### config.mk
export PLATFORM = sky130hd
export DESIGN_NAME = gauss_window_seq
export DESIGN_NICKNAME = d
export VERILOG_FILES = /design/src/rtl/gauss_pkg.sv /design/src/rtl/gauss_col_ctr.sv /design/src/rtl/gauss_window_seq.sv
export SDC_FILE = /design/constraint.sdc
export NUM_CORES = 1
export LEC_CHECK = 0
export BUFFER_PORTS_ARGS = -buffer_cell sky130_fd_sc_hd__clkbuf_2
export CAP_MARGIN = 20
export CORE_MARGIN = 2
export CORE_UTILIZATION = 50
export CTS_CLUSTER_SIZE = 30
export DETAILED_ROUTE_END_ITERATION = 10
export PLACE_DENSITY_LB_ADDON = 0.3
export SYNTH_ARGS = -nofsm -noshare
export SYNTH_HDL_FRONTEND = slang
export SYNTH_SLANG_ARGS = --single-unit
### constraint.sdc
create_clock -name clk -period 3.57 [get_ports clk]
set_input_delay 0.5355 -clock clk [delete_from_list [all_inputs] [get_ports clk]]
set_output_delay 0.5355 -clock clk [all_outputs]
set_load 0.1 [all_outputs]
### src/rtl/gauss_pkg.sv
// Shared types and default geometry for the Gaussian window sequencer.
package gauss_pkg;

    typedef enum logic [1:0] {
        IDLE  = 2'd0,
        PRIME = 2'd1,
        RUN   = 2'd2,
        DRAIN = 2'd3
    } gauss_state_t;

    localparam int LINE_W_DEF  = 640;
    localparam int FRAME_H_DEF = 480;
    localparam int ROWS_DEF    = 6;
    localparam int AW_DEF      = 10;
    localparam int POS_W       = 13;

endpackage

### src/rtl/gauss_col_ctr.sv
// Column / RAM address counter with compare-based wrap at LINE_W-1.
// clr forces the current position to column 0 so a pixel arriving with clr lands at address 0.
module gauss_col_ctr
    import gauss_pkg::*;
#(
    parameter int LINE_W = LINE_W_DEF,
    parameter int AW     = AW_DEF
) (
    input  logic          clk,
    input  logic          rst,
    input  logic          clr,
    input  logic          adv,
    output logic [12:0]   col,
    output logic [AW-1:0] wr_adr,
    output logic [AW-1:0] rd_adr,
    output logic          line_end
);

    localparam logic [12:0]   LAST    = 13'(LINE_W - 1);
    localparam logic [AW-1:0] RD_INIT = (LINE_W == 1) ? '0 : AW'(1);

    logic [12:0]   col_q;
    logic [12:0]   col_n;
    logic [12:0]   base;
    logic [AW-1:0] rd_q;
    logic [AW-1:0] rd_n;

    always_comb begin
        base     = clr ? '0 : col_q;
        line_end = adv && (base == LAST);
        col_n    = base;
        if (adv) begin
            col_n = line_end ? '0 : base + 13'd1;
        end
        // read-ahead address is kept registered alongside col
        rd_n = (col_n == LAST) ? '0 : AW'(col_n + 13'd1);
    end

    always_ff @(posedge clk) begin
        if (rst) begin
            col_q <= '0;
            rd_q  <= RD_INIT;
        end else begin
            col_q <= col_n;
            rd_q  <= rd_n;
        end
    end

    assign col    = base;
    assign wr_adr = base[AW-1:0];
    assign rd_adr = clr ? RD_INIT : rd_q;

endmodule

### src/rtl/gauss_window_seq.sv
// Line-buffer window sequencer: position tracking, row priming mask and frame control.
// Define GAUSS_WIN_DRAIN_EN to flush the last ROWS-1 window lines with zero pixels.
module gauss_window_seq
    import gauss_pkg::*;
#(
    parameter int LINE_W  = LINE_W_DEF,
    parameter int FRAME_H = FRAME_H_DEF,
    parameter int ROWS    = ROWS_DEF,
    parameter int AW      = AW_DEF
) (
    input  logic            clk,
    input  logic            rst,
    input  logic            sof,
    input  logic            pix_valid,
    output logic [12:0]     col,
    output logic [12:0]     line,
    output logic [AW-1:0]   wr_adr,
    output logic [AW-1:0]   rd_adr,
    output logic [ROWS-1:0] row_shift_en,
    output logic            pix_zero,
    output logic            win_valid,
    output logic            frame_done
);

    localparam logic [12:0] PRIME_LAST = 13'(ROWS - 2);
    localparam logic [12:0] IN_LAST    = 13'(FRAME_H - 1);
    localparam logic [12:0] LINE_CAP   = 13'(FRAME_H + ROWS - 2);

    gauss_state_t    state;
    gauss_state_t    state_n;
    logic [12:0]     line_q;
    logic [12:0]     line_n;
    logic [12:0]     line_base;
    logic [ROWS-1:0] m;
    logic [ROWS-1:0] m_n;
    logic [ROWS-1:0] m_eff;
    logic            adv;
    logic            line_end;
    logic            done;

    // sof overrides the current state, so a pixel arriving with it is counted as in PRIME
    always_comb begin
        adv = 1'b0;
        if (sof) begin
            adv = pix_valid;
        end else begin
            case (state)
                PRIME, RUN: adv = pix_valid;
                DRAIN:      adv = 1'b1;
                default:    adv = 1'b0;
            endcase
        end
    end

    gauss_col_ctr #(
        .LINE_W (LINE_W),
        .AW     (AW)
    ) u_col_ctr (
        .clk      (clk),
        .rst      (rst),
        .clr      (sof),
        .adv      (adv),
        .col      (col),
        .wr_adr   (wr_adr),
        .rd_adr   (rd_adr),
        .line_end (line_end)
    );

    always_comb begin
        line_base = sof ? '0 : line_q;
        line_n    = line_base;
        if (line_end) begin
            line_n = (line_base >= LINE_CAP) ? LINE_CAP : line_base + 13'd1;
        end

        m_n = sof ? ROWS'(1) : m;
        if (line_end && !sof) begin
            for (int k = 1; k < ROWS; k++) begin
                if (line_q == 13'(k - 1)) begin
                    m_n[k] = 1'b1;
                end
            end
        end

        state_n = state;
        done    = 1'b0;
        if (sof) begin
            state_n = PRIME;
        end else begin
            case (state)
                PRIME: begin
                    if (line_end && line_q == PRIME_LAST) state_n = RUN;
                end
                RUN: begin
                    if (line_end && line_q == IN_LAST) begin
`ifdef GAUSS_WIN_DRAIN_EN
                        state_n = DRAIN;
`else
                        state_n = IDLE;
                        done    = 1'b1;
`endif
                    end
                end
                DRAIN: begin
                    if (line_end && line_q == LINE_CAP) begin
                        state_n = IDLE;
                        done    = 1'b1;
                    end
                end
                default: state_n = state;
            endcase
        end
    end

    always_ff @(posedge clk) begin
        if (rst) begin
            state  <= IDLE;
            line_q <= '0;
            m      <= '0;
        end else begin
            state  <= state_n;
            line_q <= line_n;
            m      <= m_n;
        end
    end

    assign m_eff        = sof ? ROWS'(1) : m;
    assign row_shift_en = m_eff & {ROWS{adv}};
    assign win_valid    = adv && !sof && (state == RUN || state == DRAIN);
    assign line         = line_base;
    assign frame_done   = done;
`ifdef GAUSS_WIN_DRAIN_EN
    assign pix_zero     = !sof && (state == DRAIN);
`else
    assign pix_zero     = 1'b0;
`endif

endmodule

=== Word level (Yosys, flattened, before mapping) ===
Index checks and enable logic that the tools add are counted.
W data, S select, Z words.

* Add/sub/neg operators: 3
* Multipliers: 0
* Div/mod/pow operators: 0
* Magnitude comparators: 1
* Eq/ne operators: 17
* Shifts and indexed selects: 0
* Multiplexer cells: 26
* Bitwise logic cells: 1
* Reductions and logical operators: 17

{| class="wikitable"
|+ Operators with widths
! cell !! number
|-
| $mux W13 || 6
|-
| $add A13 B1 Y13 const B || 2
|-
| $eq A13 B10 Y1 const B || 2
|-
| $eq A13 B2 Y1 const B || 2
|-
| $eq A13 B9 Y1 const B || 2
|-
| $eq A13 B1 Y1 const B || 1
|-
| $eq A13 B3 Y1 const B || 1
|-
| $ge A13 B9 Y1 const B || 1
|-
| $logic_not A13 Y1 || 1
|-
| $mux W1 || 11
|-
| $add A10 B1 Y10 const B || 1
|-
| $mux W10 || 1
|-
| $ne A3 B3 Y1 const B || 3
|-
| $reduce_and A4 Y1 || 2
|-
| $logic_and A1 B1 Y1 || 7
|-
| $and A6 B6 Y6 || 1
|-
| $mux W2 || 3
|-
| $mux W6 || 1
|-
| $ne A2 B2 Y1 const B || 3
|-
| $pmux W2 S3 || 1
|-
| $reduce_or A2 Y1 || 3
|-
| $mux W5 || 1
|-
| $eq A2 B2 Y1 const B || 2
|-
| $pmux W1 S2 || 2
|-
| other kinds (5) || 5
|}

* Register bits after elaboration: 44
* Latch bits: 0
* Memory bits (writable): 0
* ROM bits: 0
* Bits of input ports: 4
* Output and inout port bits: 55
* Logic and storage cells: 72
* Memories kept: 0

=== Longest topological paths before layout ===
* Depth after elaboration: 9
* Gate-level depth with buffers: 13
* Depth with buffers taken out: 10

=== Cells and area by module ===
From an unflattened synthesis, not the netlist that was laid out.

* Cell total of the unflattened synthesis: 338
* Area total of the unflattened synthesis: 2803.9 µm²

{| class="wikitable"
|+ By module, submodules not included
! module !! instances !! cells each !! area an instance (µm²) !! sequential area each (µm²)
|-
| gauss_col_ctr || 1 || 174 || 1457.6 || 460.4
|-
| gauss_window_seq || 1 || 164 || 1346.3 || 420.4
|}

=== Worst setup path after synthesis ===
OpenSTA, ideal clock, no wires.

* Kind: input to output
* From: input port sof
* To: output port frame_done
* Data arrival time: 4679 ps
* Required time: 3034 ps
* Slack: -1644 ps
* Cell stages on the path: 9
* Path buffers: 3
* Path through: clkbuf_1 > clkbuf_1 > nor2b_1 > clkbuf_1 > ha_1 > nand3_1 > nor4_4 > o2111ai_1 > o22ai_1

* Cells in the longest elaborated chain, start to end: 7
* Elaborated cells between the ends (all ways): 10
* Classes of those cells: 1 x eq/ne; 6 x mux; 3 x reduce/logical

{| class="wikitable"
|+ Ends and longest elaborated chain
! item !! line !! RTL
|-
| start, declared || gauss_window_seq.sv:13 || <nowiki>input logic sof,</nowiki>
|-
| $mux W13 (*) || gauss_col_ctr.sv:29 || <nowiki>base = clr ? '0 : col_q;</nowiki>
|-
| net col[0] || gauss_window_seq.sv:15 || <nowiki>output logic [12:0] col,</nowiki>
|-
| $eq A13 B10 Y1 (*) || gauss_col_ctr.sv:30 || <nowiki>line_end = adv && (base == LAST);</nowiki>
|-
| $logic_and A1 B1 Y1 (*) || gauss_col_ctr.sv:30 ||
|-
| $logic_and A1 B1 Y1 (on tied branches) || gauss_window_seq.sv:105, gauss_window_seq.sv:95 ||
|-
| $mux W1 (on tied branches) || gauss_window_seq.sv:105, gauss_window_seq.sv:95 ||
|-
| $pmux W1 S2 (*) || gauss_window_seq.sv:90 || <nowiki>case (state)</nowiki>
|-
| $mux W1 (*) || gauss_window_seq.sv:87 || <nowiki>if (sof) begin</nowiki>
|-
| end, declared || gauss_window_seq.sv:22 || <nowiki>output logic frame_done</nowiki>
|}

Mark *: on every way through the listed nets, which the timed path passes. The rest lies on a longest branch.

=== Worst setup path in the final report ===
* From: input port sof
* To: output port frame_done

* Cells in the longest elaborated chain, start to end: 7
* Elaborated cells between the ends (all ways): 10
* Classes of those cells: 1 x eq/ne; 6 x mux; 3 x reduce/logical

{| class="wikitable"
|+ Ends and longest elaborated chain
! item !! line
|-
| $mux W13 || gauss_col_ctr.sv:29
|-
| $eq A13 B10 Y1 || gauss_col_ctr.sv:30
|-
| $logic_and A1 B1 Y1 || gauss_col_ctr.sv:30
|-
| $logic_and A1 B1 Y1 (on tied branches) || gauss_window_seq.sv:105, gauss_window_seq.sv:95
|-
| $mux W1 (on tied branches) || gauss_window_seq.sv:105, gauss_window_seq.sv:95
|-
| $pmux W1 S2 || gauss_window_seq.sv:90
|-
| $mux W1 (*) || gauss_window_seq.sv:87
|}

Mark *: on every way between the ends. The rest lies on a longest branch, timed or not.

==> reports/metrics.yaml <==
outcome: "finished clean"
globalRoute.totalOverflow: 0
final_common_cell: "clkbuf_2"
drv_slew: 0
cts.path.max_buffers: 2
cts.reportedPaths.clkPinSlew_ps: 80
drt_first_pass_iters: 5
vdd.ir_drop.worst_uv: 140.9
finalWeightedCongestion: 0.9271
synth_cells: 342
cts_root_buffer: "clkbuf_8"
critical-path-max-stage-delay_ps: 430
achievable-frequency_mhz: 318.9
synth_top_family_by_area: "simple AND/OR/NAND/NOR gates"
cts_htree_levels: 2
hp-class: "reg2reg"
synth_adder_area_share_pct: 3.583
synth_xor_xnor_area_share_pct: 7.210
cts.sink_count: 44
synth_simple_gate_area_share_pct: 34.17
io_pins: 59
grt_max_degree: 29
initial_antenna_violation_count: 0
post_cts_resized: 0
critical-path-top-delay-family: "simple AND/OR/NAND/NOR gates"
ff_latch_area_um2: 880.8
skew_ps: 6.515
placed_cells_incl_taps: 449
cts_made_buffers: 5
mostFrequentLayoutCells: "55 x clkbuf_2, 44 x dfxtp_1, 41 x nor2_1, 27 x nor2b_1"
path_class: "in2out"
worst_pin_slew_ps: 670.2
wl_per_cell_um: 14.97
dieArea_um2: 6202
clock_insertion_delay_at_the_later_pin_of_the_skew_report_ps: 300
headroom_to_the_max_slew_limit_pct: 54.85
synth_edf_count: 0
postSynthAreaPerCell_um2: 8.169
areaGrowthSynthToFinish_pct: 14.96
rsz_0062_raised_after_global_routing: "no"
initial_core_util_pct: 51.37
total_of_flip_flops_plus_latches_after_synthesis: 44
post-route-period-util_pct: 87.85
placementRows: 27
grt_pass1_vias: 2369
worst_r2r_path_depth: 10
fin_nets: 396
worst-path-buf-inv: 3
timing.critical_path.slowest_stage_cell: "nor4_4"
postCtsSetupBuffers: 0
initial_drc_count: 155
worstPathRequired_ps: 3030
dp_hpwl_mm: 5.152
totalPowerFinal_mw: 0.9304
finalHoldViolations: 0
antennaDiodeCount: 0
cts_hold_repair.buffers: 0
critPathCaptureType: "primary output"
synth_flop_cell: "dfxtp_1"
io_buffers: 57
synth.yosys.seq_area_share_pct: 31.53
cp.depth: 9
postRouteAntennaNets: 0
pwr_density_cell_nw_per_um2: 289.7
remaining_drc_errors: 0
die_h_um: 78.75
regToRegEndpoint: "u_col_ctr.rd_q[8]$_SDFF_PP0_"
r2r_slack_ps: 490
routed_wirelength_mm: 6.841
netlist_area_um2: 2794
postSynth.asyncResetShare_pct: 0
die-width_um: 78.75
drt-vias-per-instance: 5.611
placeableCoreArea_um2: 5439
worstPathMaxFanout: 6
yosys-mux-area-fraction_pct: 1.075
hold_start: "m[1]$_SDFF_PP0_"
mappedNetlistNets: 354
stdcell_area_um2: 3212
multi_input_area_um2: 1727
final-setup-viol-count: 0
layout.cells.non_filler: 457
regToRegStartpoint: "state[1]$_SDFFE_PP0P_"
synth_compound_gate_area_share_pct: 14.96
grt_pass1_wl_mm: 11.41
global_route.usage.total_pct: 22.99
endpoint: "frame_done"
finalSetupTns_ps: 0
placed_area_um2: 3118
p_leak_nw: 1.304
drive_gt1_share_pct: 23.64
synthDistinctLibCells: 58
cp_cell_sequence: "clkbuf_2 -> nand2b_1 -> clkinvlp_4 -> ha_1 -> nand3_1 -> nor4_4 -> o2111ai_1 -> o22ai_4 -> buf_12"
cts_tree: "built"
worstPathArrival_ps: 2600
max_cap_violations: 0
routed-via-count: 2564
worst_setup_path_startpoint: "sof"
filler_cell_count: 509
synth-warning-count: 0
fin_crit_ps: 3136
critPathLaunchType: "primary input"
worst min-delay path by stage:
stage | to | slack, ps | cells after the start
after CTS | m[1]$_SDFF_PP0_ | 460 | 2
after global routing | m[4]$_SDFF_PP0_ | 490 | 2
after detailed placement | m[1]$_SDFF_PP0_ | 440 | 2
after global placement | m[0]$_SDFF_PP0_ | 440 | 2
after floorplan | m[1]$_SDFF_PP0_ | 420 | 2
final | m[1]$_SDFF_PP0_ | 460 | 2
worst register-to-register path: stages, from the launching register on:
cell	delay [ps]
dfxtp_1	360
inv_1	110
ha_1	400
nor2b_1	140
o21a_1	190
buf_4	170
o21a_1	320
or4_1	640
nor3b_1	240
a41o_1	310
nor2_1	80
kinds of logic after synthesis:
family | after synthesis
mux | 3
flops | 44
fa+ha+maj | 8
buf+inv | 43
simple gates | 166
compound gates | 54
xor+xnor | 23
other cells | 1
where the power goes:
| group | switching [mW] | total (mW) | internal (mW) |
|---|---|---|---|
| combinational | 0.0781 | 0.107 | 0.0290 |
| clock | 0.167 | 0.324 | 0.157 |
| sequential | 0.00355 | 0.499 | 0.495 |
| total | 0.249 | 0.930 | 0.682 |
synthesized netlist by cell type (all sizes together) (8+ instances only):
cell    count  area, um^2
buf        13       92.59
nand2b     10       62.56
ha          8       100.1
inv        15       56.30
nand2      15       56.30
nor2b      29       181.4
a21oi      15       75.07
xnor2      14       122.6
clkbuf     15       56.30
nor3       14       85.08
dfxtp      44       880.8
xor2        9       78.83
nand3      14       70.07
nor2       41       153.9
stage by stage:
| stage | setup slack [ps] | hold WS, ps | utilization [%] |
|---|---|---|---|
| after floorplan | -22.62 | 416.6 | - |
| after global placement | 436.0 | 439.0 | 57.33 |
| after detailed placement | 309.8 | 439.8 | 57.33 |
| after CTS | 416.2 | 459.5 | 59.05 |
| after global routing | 211.9 | 494.4 | 59.05 |
| final | 433.9 | 457.3 | 59.05 |
flip-flops by register name, indices dropped and copies added, names as in the netlist:
name / count
line_q: 13
u_col_ctr.col_q: 13
m: 6
state: 2
u_col_ctr.rd_q: 10
per-layer routing:
layer | track usage (%) | share of wire [%]
met2 | 35.98 | 46
met5 | 0 | 0
met1 | 31.55 | 46
met3 | 4.318 | 5.3
met4 | 8.596 | 2.3
layout make-up:
class / instances / share of cell area (%)
clock buffer: 7 / 2.688
clock inverter: 1 / 0.2337
inverter: 15 / 1.870
multi-input combinational: 255 / 53.76
sequential: 44 / 27.43
tap: 72 / 2.805
timing repair buffer: 63 / 11.22
(Power assumes the default switching activity.)
